## config.mk

```make
export PLATFORM = sky130hd
export DESIGN_NAME = pulse_monitor
export DESIGN_NICKNAME = d
export VERILOG_FILES = /design/src/rtl/pulse_monitor_pkg.sv /design/src/rtl/pulse_sync_edge.sv /design/src/rtl/pulse_monitor.sv
export SDC_FILE = /design/constraint.sdc
export NUM_CORES = 1
export LEC_CHECK = 0
export CAP_MARGIN = 10
export CORE_ASPECT_RATIO = 0.7
export CORE_UTILIZATION = 57
export DETAILED_ROUTE_END_ITERATION = 8
export PLACE_DENSITY_LB_ADDON = 0.12
export SLEW_MARGIN = 15
export SYNTH_ARGS = -nofsm -noshare
export SYNTH_HDL_FRONTEND = slang
export SYNTH_HIERARCHICAL = 1
export SYNTH_SLANG_ARGS = --single-unit
```

## constraint.sdc

```tcl
create_clock -name clk -period 3.1 [get_ports clk]
set_clock_uncertainty 0.15 [all_clocks]
set_input_delay 0.465 -clock clk [delete_from_list [all_inputs] [get_ports clk]]
set_output_delay 0.465 -clock clk [all_outputs]
set_load 0.02 [all_outputs]
```

## src/rtl/pulse_monitor_pkg.sv

```systemverilog
// Shared types and constants for the pulse_monitor block.
// Optional input filter is selected with `define PULSE_MONITOR_DEGLITCH_EN.
package pulse_monitor_pkg;

  typedef enum logic [1:0] {
    WAIT_FIRST = 2'd0,
    HIGH       = 2'd1,
    LOW        = 2'd2
  } pm_state_e;

  // Cycles a new synchronised level must persist before the filter accepts it.
  localparam int unsigned DEGLITCH_LEN = 3;

  localparam int unsigned DEFAULT_CNT_W = 16;

endpackage

```

## src/rtl/pulse_sync_edge.sv

```systemverilog
// Synchroniser and edge detector for the asynchronous pulse input.
// With PULSE_MONITOR_DEGLITCH_EN defined, a 3-cycle persistence filter sits before the edge logic.
module pulse_sync_edge
  import pulse_monitor_pkg::*;
#(
  parameter int unsigned SYNC_STAGES = 2
) (
  input  logic clk,
  input  logic rst_n,
  input  logic pulse_in,
  output logic rise,
  output logic fall
);

  localparam int unsigned FILL   = SYNC_STAGES + 1;
  localparam int unsigned FILL_W = $clog2(FILL + 1);

  logic [SYNC_STAGES-1:0] sync_q;
  logic                   p_sync;
  logic [FILL_W-1:0]      fill_q;
  logic                   primed;
  logic                   level;
  logic                   prev_q;

  always_ff @(posedge clk or negedge rst_n) begin
    if (!rst_n) begin
      sync_q <= '0;
    end else begin
      sync_q <= {sync_q[SYNC_STAGES-2:0], pulse_in};
    end
  end

  assign p_sync = sync_q[SYNC_STAGES-1];

  // Edges are suppressed until the chain and prev flop hold sampled data, so a
  // level already high at reset release is not mistaken for a rise.
  assign primed = (fill_q == FILL_W'(FILL));

  always_ff @(posedge clk or negedge rst_n) begin
    if (!rst_n) begin
      fill_q <= '0;
    end else if (!primed) begin
      fill_q <= fill_q + FILL_W'(1);
    end
  end

`ifdef PULSE_MONITOR_DEGLITCH_EN
  localparam int unsigned GW = $clog2(DEGLITCH_LEN);

  logic [GW-1:0] hold_q;

  // The filtered level flips in the third consecutive cycle of disagreement.
  always_comb begin
    level = prev_q;
    if ((p_sync != prev_q) && (hold_q == GW'(DEGLITCH_LEN - 1))) begin
      level = p_sync;
    end
  end

  always_ff @(posedge clk or negedge rst_n) begin
    if (!rst_n) begin
      prev_q <= 1'b0;
      hold_q <= '0;
    end else if (!primed) begin
      prev_q <= p_sync;
      hold_q <= '0;
    end else begin
      prev_q <= level;
      hold_q <= (p_sync == level) ? '0 : hold_q + GW'(1);
    end
  end
`else
  assign level = p_sync;

  always_ff @(posedge clk or negedge rst_n) begin
    if (!rst_n) begin
      prev_q <= 1'b0;
    end else begin
      prev_q <= p_sync;
    end
  end
`endif

  assign rise = primed & level & ~prev_q;
  assign fall = primed & ~level & prev_q;

endmodule

```

## src/rtl/pulse_monitor.sv

```systemverilog
// Measures high width and period of a pulse stream and presents results on valid/ready.
// Define PULSE_MONITOR_DEGLITCH_EN to enable the input persistence filter.
module pulse_monitor
  import pulse_monitor_pkg::*;
#(
  parameter int unsigned CNT_W       = DEFAULT_CNT_W,
  parameter int unsigned SYNC_STAGES = 2,
  parameter int unsigned TIMEOUT     = 1000
) (
  input  logic             clk,
  input  logic             rst_n,
  input  logic             pulse_in,
  input  logic             meas_ready,
  output logic             meas_valid,
  output logic [CNT_W-1:0] high_cnt,
  output logic [CNT_W-1:0] period_cnt,
  output logic [15:0]      pulse_count,
  output logic             overflow,
  output logic             timeout
);

  localparam int unsigned   IDLE_W  = $clog2(TIMEOUT + 1);
  localparam logic [CNT_W-1:0] CNT_MAX = '1;

  logic rise, fall;

  pulse_sync_edge #(
    .SYNC_STAGES(SYNC_STAGES)
  ) u_sync_edge (
    .clk     (clk),
    .rst_n   (rst_n),
    .pulse_in(pulse_in),
    .rise    (rise),
    .fall    (fall)
  );

  pm_state_e         state_q, state_d;
  logic [CNT_W-1:0]  hi_q, hi_d, lo_q, lo_d;
  logic [IDLE_W-1:0] idle_q, idle_d;
  logic [CNT_W-1:0]  high_q, high_d, period_q, period_d;
  logic [15:0]       count_q, count_d;
  logic              valid_q, valid_d;
  logic              ovf_q, ovf_d;
  logic              to_q, to_d;
  logic              capture, ovf_set;
  logic              hi_full, lo_full, idle_hit;
  logic [CNT_W:0]    sum_full;
  logic [CNT_W-1:0]  sum_sat;

  assign hi_full  = (hi_q == CNT_MAX);
  assign lo_full  = (lo_q == CNT_MAX);
  assign idle_hit = (idle_q == IDLE_W'(TIMEOUT - 1));
  assign sum_full = {1'b0, hi_q} + {1'b0, lo_q};
  assign sum_sat  = sum_full[CNT_W] ? CNT_MAX : sum_full[CNT_W-1:0];

  always_comb begin
    state_d = state_q;
    hi_d    = hi_q;
    lo_d    = lo_q;
    idle_d  = idle_q;
    capture = 1'b0;
    ovf_set = 1'b0;
    to_d    = rise ? 1'b0 : to_q;

    unique case (state_q)
      WAIT_FIRST: begin
        if (rise) begin
          hi_d    = CNT_W'(1);
          lo_d    = '0;
          idle_d  = '0;
          state_d = HIGH;
        end
      end
      HIGH: begin
        if (fall) begin
          lo_d    = CNT_W'(1);
          idle_d  = '0;
          state_d = LOW;
        end else if (idle_hit) begin
          idle_d  = '0;
          to_d    = 1'b1;
          state_d = WAIT_FIRST;
        end else begin
          hi_d    = hi_full ? CNT_MAX : hi_q + CNT_W'(1);
          ovf_set = hi_full;
          idle_d  = idle_q + IDLE_W'(1);
        end
      end
      LOW: begin
        if (rise) begin
          capture = 1'b1;
          ovf_set = sum_full[CNT_W];
          hi_d    = CNT_W'(1);
          lo_d    = '0;
          idle_d  = '0;
          state_d = HIGH;
        end else if (idle_hit) begin
          idle_d  = '0;
          to_d    = 1'b1;
          state_d = WAIT_FIRST;
        end else begin
          lo_d    = lo_full ? CNT_MAX : lo_q + CNT_W'(1);
          ovf_set = lo_full;
          idle_d  = idle_q + IDLE_W'(1);
        end
      end
      default: state_d = WAIT_FIRST;
    endcase
  end

  // A new capture always wins over both holding and transfer.
  always_comb begin
    high_d   = high_q;
    period_d = period_q;
    count_d  = count_q;
    valid_d  = valid_q;
    ovf_d    = ovf_q | ovf_set;
    if (capture) begin
      high_d   = hi_q;
      period_d = sum_sat;
      count_d  = count_q + 16'd1;
      valid_d  = 1'b1;
    end else if (valid_q && meas_ready) begin
      valid_d = 1'b0;
    end
  end

  always_ff @(posedge clk or negedge rst_n) begin
    if (!rst_n) begin
      state_q  <= WAIT_FIRST;
      hi_q     <= '0;
      lo_q     <= '0;
      idle_q   <= '0;
      high_q   <= '0;
      period_q <= '0;
      count_q  <= '0;
      valid_q  <= 1'b0;
      ovf_q    <= 1'b0;
      to_q     <= 1'b0;
    end else begin
      state_q  <= state_d;
      hi_q     <= hi_d;
      lo_q     <= lo_d;
      idle_q   <= idle_d;
      high_q   <= high_d;
      period_q <= period_d;
      count_q  <= count_d;
      valid_q  <= valid_d;
      ovf_q    <= ovf_d;
      to_q     <= to_d;
    end
  end

  assign meas_valid  = valid_q;
  assign high_cnt    = high_q;
  assign period_cnt  = period_q;
  assign pulse_count = count_q;
  assign overflow    = ovf_q;
  assign timeout     = to_q;

endmodule

```

* After elaboration in Yosys (flattened, before gate mapping)
Index checks and enable logic that the tools add are counted.
** Operators by class
- Add/sub/neg operators :: 6
- Equal/unequal tests :: 12
- Muxes and demuxes :: 36
- Bitwise logic cells :: 7
- Reductions and logical operators :: 9
** Operator list (count)
- 2-to-1 mux 16 bit :: 10
- adder 16 x 1 -> 16 bit (second input constant) :: 3
- case mux 16 bit (3 select lines) :: 1
- 2-to-1 mux 10 bit :: 4
- equality test 16 bit (second input constant) :: 2
- case mux 16 bit (2 select lines) :: 1
- case mux 10 bit (3 select lines) :: 1
- adder 16 x 16 -> 17 bit :: 1
- 2-to-1 mux 1 bit :: 12
- adder 10 x 1 -> 10 bit (second input constant) :: 1
- equality test 10 bit (second input constant) :: 1
- 2-to-1 mux 2 bit :: 4
- != test 2 bit (second input constant) :: 4
- AND reduction 4 bit :: 2
- case mux 2 bit (3 select lines) :: 1
- bitwise AND 1 bit :: 4
- equality test 2 bit (second input constant) :: 2
- case mux 1 bit (2 select lines) :: 2
- nonzero test 2 bit :: 2
- != test 3 bit (second input constant) :: 1
- nonzero test 3 bit :: 1
- adder 2 x 1 -> 2 bit (second input constant) :: 1
- equality test 2 x 1 -> 1 bit (second input constant) :: 1
- zero test 2 bit :: 1
- other kinds (6) :: 7
** Word-level totals
- Flip-flop bits (word level) :: 100
- Bits of input ports :: 4
- Output and inout port bits :: 51

* Logic depth before layout (Yosys ltp)
- Word-level depth :: 7
- Depth in mapped cells :: 9
- Depth with buffers taken out :: 8

* Cells and area by module
The synthesis kept the hierarchy.
** By module, submodules not included
- pulse_monitor :: times used 1, cells each 598, area an instance 5321.4 um^2, sequential area each 2377.3 um^2
- pulse_sync_edge :: times used 1, cells each 10, area an instance 181.4 um^2, sequential area each 125.1 um^2

* Worst setup path after synthesis
No wires, ideal clock.
- Path type :: register to register
- Start :: reg hi_q[0]
- End :: reg period_q[1] (netlist: period_cnt[1])
- Data arrival time :: 2164 ps
- Setup slack :: 665 ps
- Cell stages (with the launch flop) :: 9
- Clock period less this slack :: 2435 ps
- Cells stage by stage :: dfrtp_1 > ha_1 > fa_1 > a211oi_1 > nor3_1 > o21bai_1 > a32oi_1 > nand2b_1 > o22a_1
** Between the ends
- Longest elaborated chain between the ends :: 2
** Ends and longest elaborated chain
- from (decl) :: RTL line pulse_monitor.sv:38 : logic [CNT_W-1:0] hi_q, hi_d, lo_q, lo_d;
- from (signal assigned) :: RTL line pulse_monitor.sv:142 : hi_q <= hi_d;
- adder 16 x 16 -> 17 bit :: RTL line pulse_monitor.sv:53 : assign sum_full = {1'b0, hi_q} + {1'b0, lo_q};
- 2-to-1 mux 16 bit :: RTL line pulse_monitor.sv:54 : assign sum_sat = sum_full[CNT_W] ? CNT_MAX : sum_full[CNT_W-1:0];
- to (signal assigned) :: RTL line pulse_monitor.sv:146 : period_q <= period_d;
- to (decl) :: RTL line pulse_monitor.sv:40 : logic [CNT_W-1:0] high_q, high_d, period_q, period_d;
Every way passes these cells.
A chain may end at the register's enable or synchronous reset.

* Final worst setup path
- Start :: reg hi_q[0]
- End :: reg period_q[0] (netlist: period_cnt[0])
The elaborated chain is that of the path after synthesis.

==> results.toml <==
[clock_network]
h-tree-depth = 3
max-clock-path-buffers = 2
cts_root_buf = "clkbuf_16"
clkTransAtPathRegs_ps = 70
cts-buffers-inserted = 9
clock_latency_ps = 350
cts_num_sinks = 100
cts_tree = "built"
cts-resized-gates = 0

[synthesis]
synth_ff_type = "dfrtp_1"
synthAdderAreaFrac_pct = 6.048
synth_area_mm2 = 0.005503
syn_inst = 608
synth_top_family_by_area = "simple AND/OR/NAND/NOR gates"
synth_simple_gate_area_share_pct = 21.44
synthesis.nets = 638
synthMuxAreaShare_pct = 0.2729
syn_area_per_cell_um2 = 9.051
yosysWarnings = 6
synth-seq-cells = 100
synth_xor_area_share_pct = 5.252
synth_async_sr_flop_share_pct = 100.0
ys_types = 57
synth_compound_area_share_pct = 18.99
ys_seq_area_share_pct = 45.48
synth_enable_flop_cells = 0

[layout]
nets = 696
drive_above_1_share_pct = 6.408
area_delta_synth_final_pct = 19.40
antenna_cells = 0
layout_common_cells = "nand2_1 (100), dfrtp_1 (100), nor2_1 (54)"

[place]
place.gp.congestion = 0.9780
place_hpwl_um = 10260
dp_slack_ps = 247.5
port_buffers = 54

[setup_path]
critPathArrivalTime_ps = 2990
critPathCaptureType = "register"
critPathKind = "register to register"
worstSetupStartpoint = "hi_q[0]"
required_ps = 3180
r2r-start = "hi_q[0]"
start_kind = "register"
path_max_fanout = 9

[hold_path]
hp-class = "register to register"
min_from = "u_sync_edge/sync_q[0]"

[sta]
post-route-period-util_pct = 93.93
worst_slack_ps = 188.2
maxSlewViolCount = 0
relSlewSlack_pct = 36.28
tightest_slew_ps = 953.4
fin_hold_ws_ps = 202.0
setup_tns_ps = 0
rsz0062_at_grt = "no"
period_needed_ps = 2912
hold_violations = 0
setup_viol = 0
fmax_ghz = 0.3434

[grt]
grt_pass1_wl_um = 23490
first_global_vias = 4565
grt_max_degree = 63
overflow = 0
antenna_found_initial = 0
gr-usage-all-layers_pct = 30.14

[floorplan]
die-area_mm2 = 0.01006
initial_core_util_pct = 59.71
core_area_mm2 = 0.009216
chipWidth_um = 119.4
ioPinCount = 55
num_rows = 29
die_height_um = 84.21

[routing]
detail_route.wl_per_cell_um = 17.62
vias = 4906
drt_wl_total_um = 14010
drtIter0Drc = 417
ant_nets = 0
via_per_inst = 6.171
drt_pass1_iterations = 5
post-route-drc-count = 0

[outcome]
status = "completed"

[pwr]
power_density_mw_per_mm2 = 684.7
irDropWorstVdd_mv = 0.5486
p_leak_nw = 2.956

[flow_run]
cap_viol_max_count = 0
sequential cells by signal, summed over array words and instances (netlist names):
name / cells
high_cnt: 16
hi_q: 16
overflow: 1
period_cnt: 16
lo_q: 16
idle_q: 10
meas_valid: 1
pulse_count: 16
state_q: 2
u_sync_edge/prev_q: 1
u_sync_edge/sync_q: 2
timeout: 1
u_sync_edge/fill_q: 2
metrics by stage:
step           utilization (%)  cells  instance area, um^2  total power [W]
4_1_cts                  71.29    795                 6570         0.004495
3_3_place_gp             67.32    778                 6205         0.003121
6_report                 71.29    795                 6570         0.004498
5_1_grt                  71.29    795                 6570         0.004756
2_1_floorplan                -    608                 5503         0.002607
3_5_place_dp             67.32    778                 6205         0.003170
path summary, 6_finish.rpt:
check,cells past startpoint,slack [ps],endpoint
max in group asynchronous,3,1620,idle_q[6]
worst max-delay path,8,190,period_cnt[0]
worst min-delay path,0,200,u_sync_edge/sync_q[1]
min in group asynchronous,2,490,high_cnt[0]
worst min register to register,0,200,u_sync_edge/sync_q[1]
worst max register to register,8,190,period_cnt[0]
worst max-delay path, stage by stage (launching register included):
cell and delay (ps):
dfrtp_1 490, ha_1 280, fa_1 440, a211oi_1 300, nor3_1 120, o21bai_1 210, a32oi_1 250, nand2b_1 320
o22a_1 240
synth_stat cells (3+ instances only):
| cell type | instances | area [um^2] |
|---|---|---|
| o31ai_1 | 5 | 37.54 |
| clkbuf_1 | 14 | 52.55 |
| dfrtp_1 | 100 | 2502 |
| o21ai_0 | 48 | 240.2 |
| inv_1 | 16 | 60.06 |
| and4_1 | 4 | 35.03 |
| o22a_1 | 11 | 96.34 |
| nor4_1 | 3 | 18.77 |
| xnor2_1 | 17 | 148.9 |
| a21oi_1 | 40 | 200.2 |
| and3_1 | 7 | 43.79 |
| nor2_1 | 54 | 202.7 |
| nor3_1 | 10 | 50.05 |
| a31oi_1 | 24 | 150.1 |
| a211oi_1 | 3 | 22.52 |
| xor2_1 | 16 | 140.1 |
| nand3_1 | 20 | 100.1 |
| a21o_1 | 8 | 60.06 |
| ha_1 | 25 | 312.8 |
| nor2b_1 | 7 | 43.79 |
| nand4_1 | 20 | 125.1 |
| o211ai_1 | 3 | 22.52 |
| or2_2 | 3 | 18.77 |
| nand2_1 | 100 | 375.4 |
| nand2b_1 | 5 | 31.28 |
| buf_2 | 3 | 15.01 |
cells by family after synthesis:
group                    after synthesis
AND/OR/NAND/NOR                      249
AO/OA/AOI/OAI                        165
buffers and inverters                 34
XOR/XNOR                              33
flip-flops                           100
multiplexers                           1
adder cells (fa/ha/maj)               26
repair_timing:
action,CTS,global route
endpoints found under the hold margin,38,0
hold buffers,1,0
buffers inserted,0,0
setup endpoints to repair,0,0
routing by layer:
metal | GRT usage (%) | vias up | wire, um
li1 | - | 2310 | -
met1 | 45.79 | 2382 | 6850
met2 | 43.71 | 202 | 5988
met3 | 6.046 | 12 | 994
met4 | 8.636 | 0 | 173
met5 | 0 | - | 0
layout make-up:
cell class,instances,area [um^2]
multi-input combinational,474,2861
fill,727,2646
sequential,100,2502
timing repair buffer,65,635.6
clock buffer,10,239.0
tap,124,155.1
clock inverter,6,116.4
inverter,16,60.06
where the power goes:
part	switching [W]	total [W]	leakage (nW)	internal, W
combinational	0.000919	0.00153	1.44	0.000611
clock	0.000500	0.00132	0.174	0.000818
sequential	0.000174	0.00165	1.34	0.00148
No activity file was read; power rests on OpenSTA's default activity.
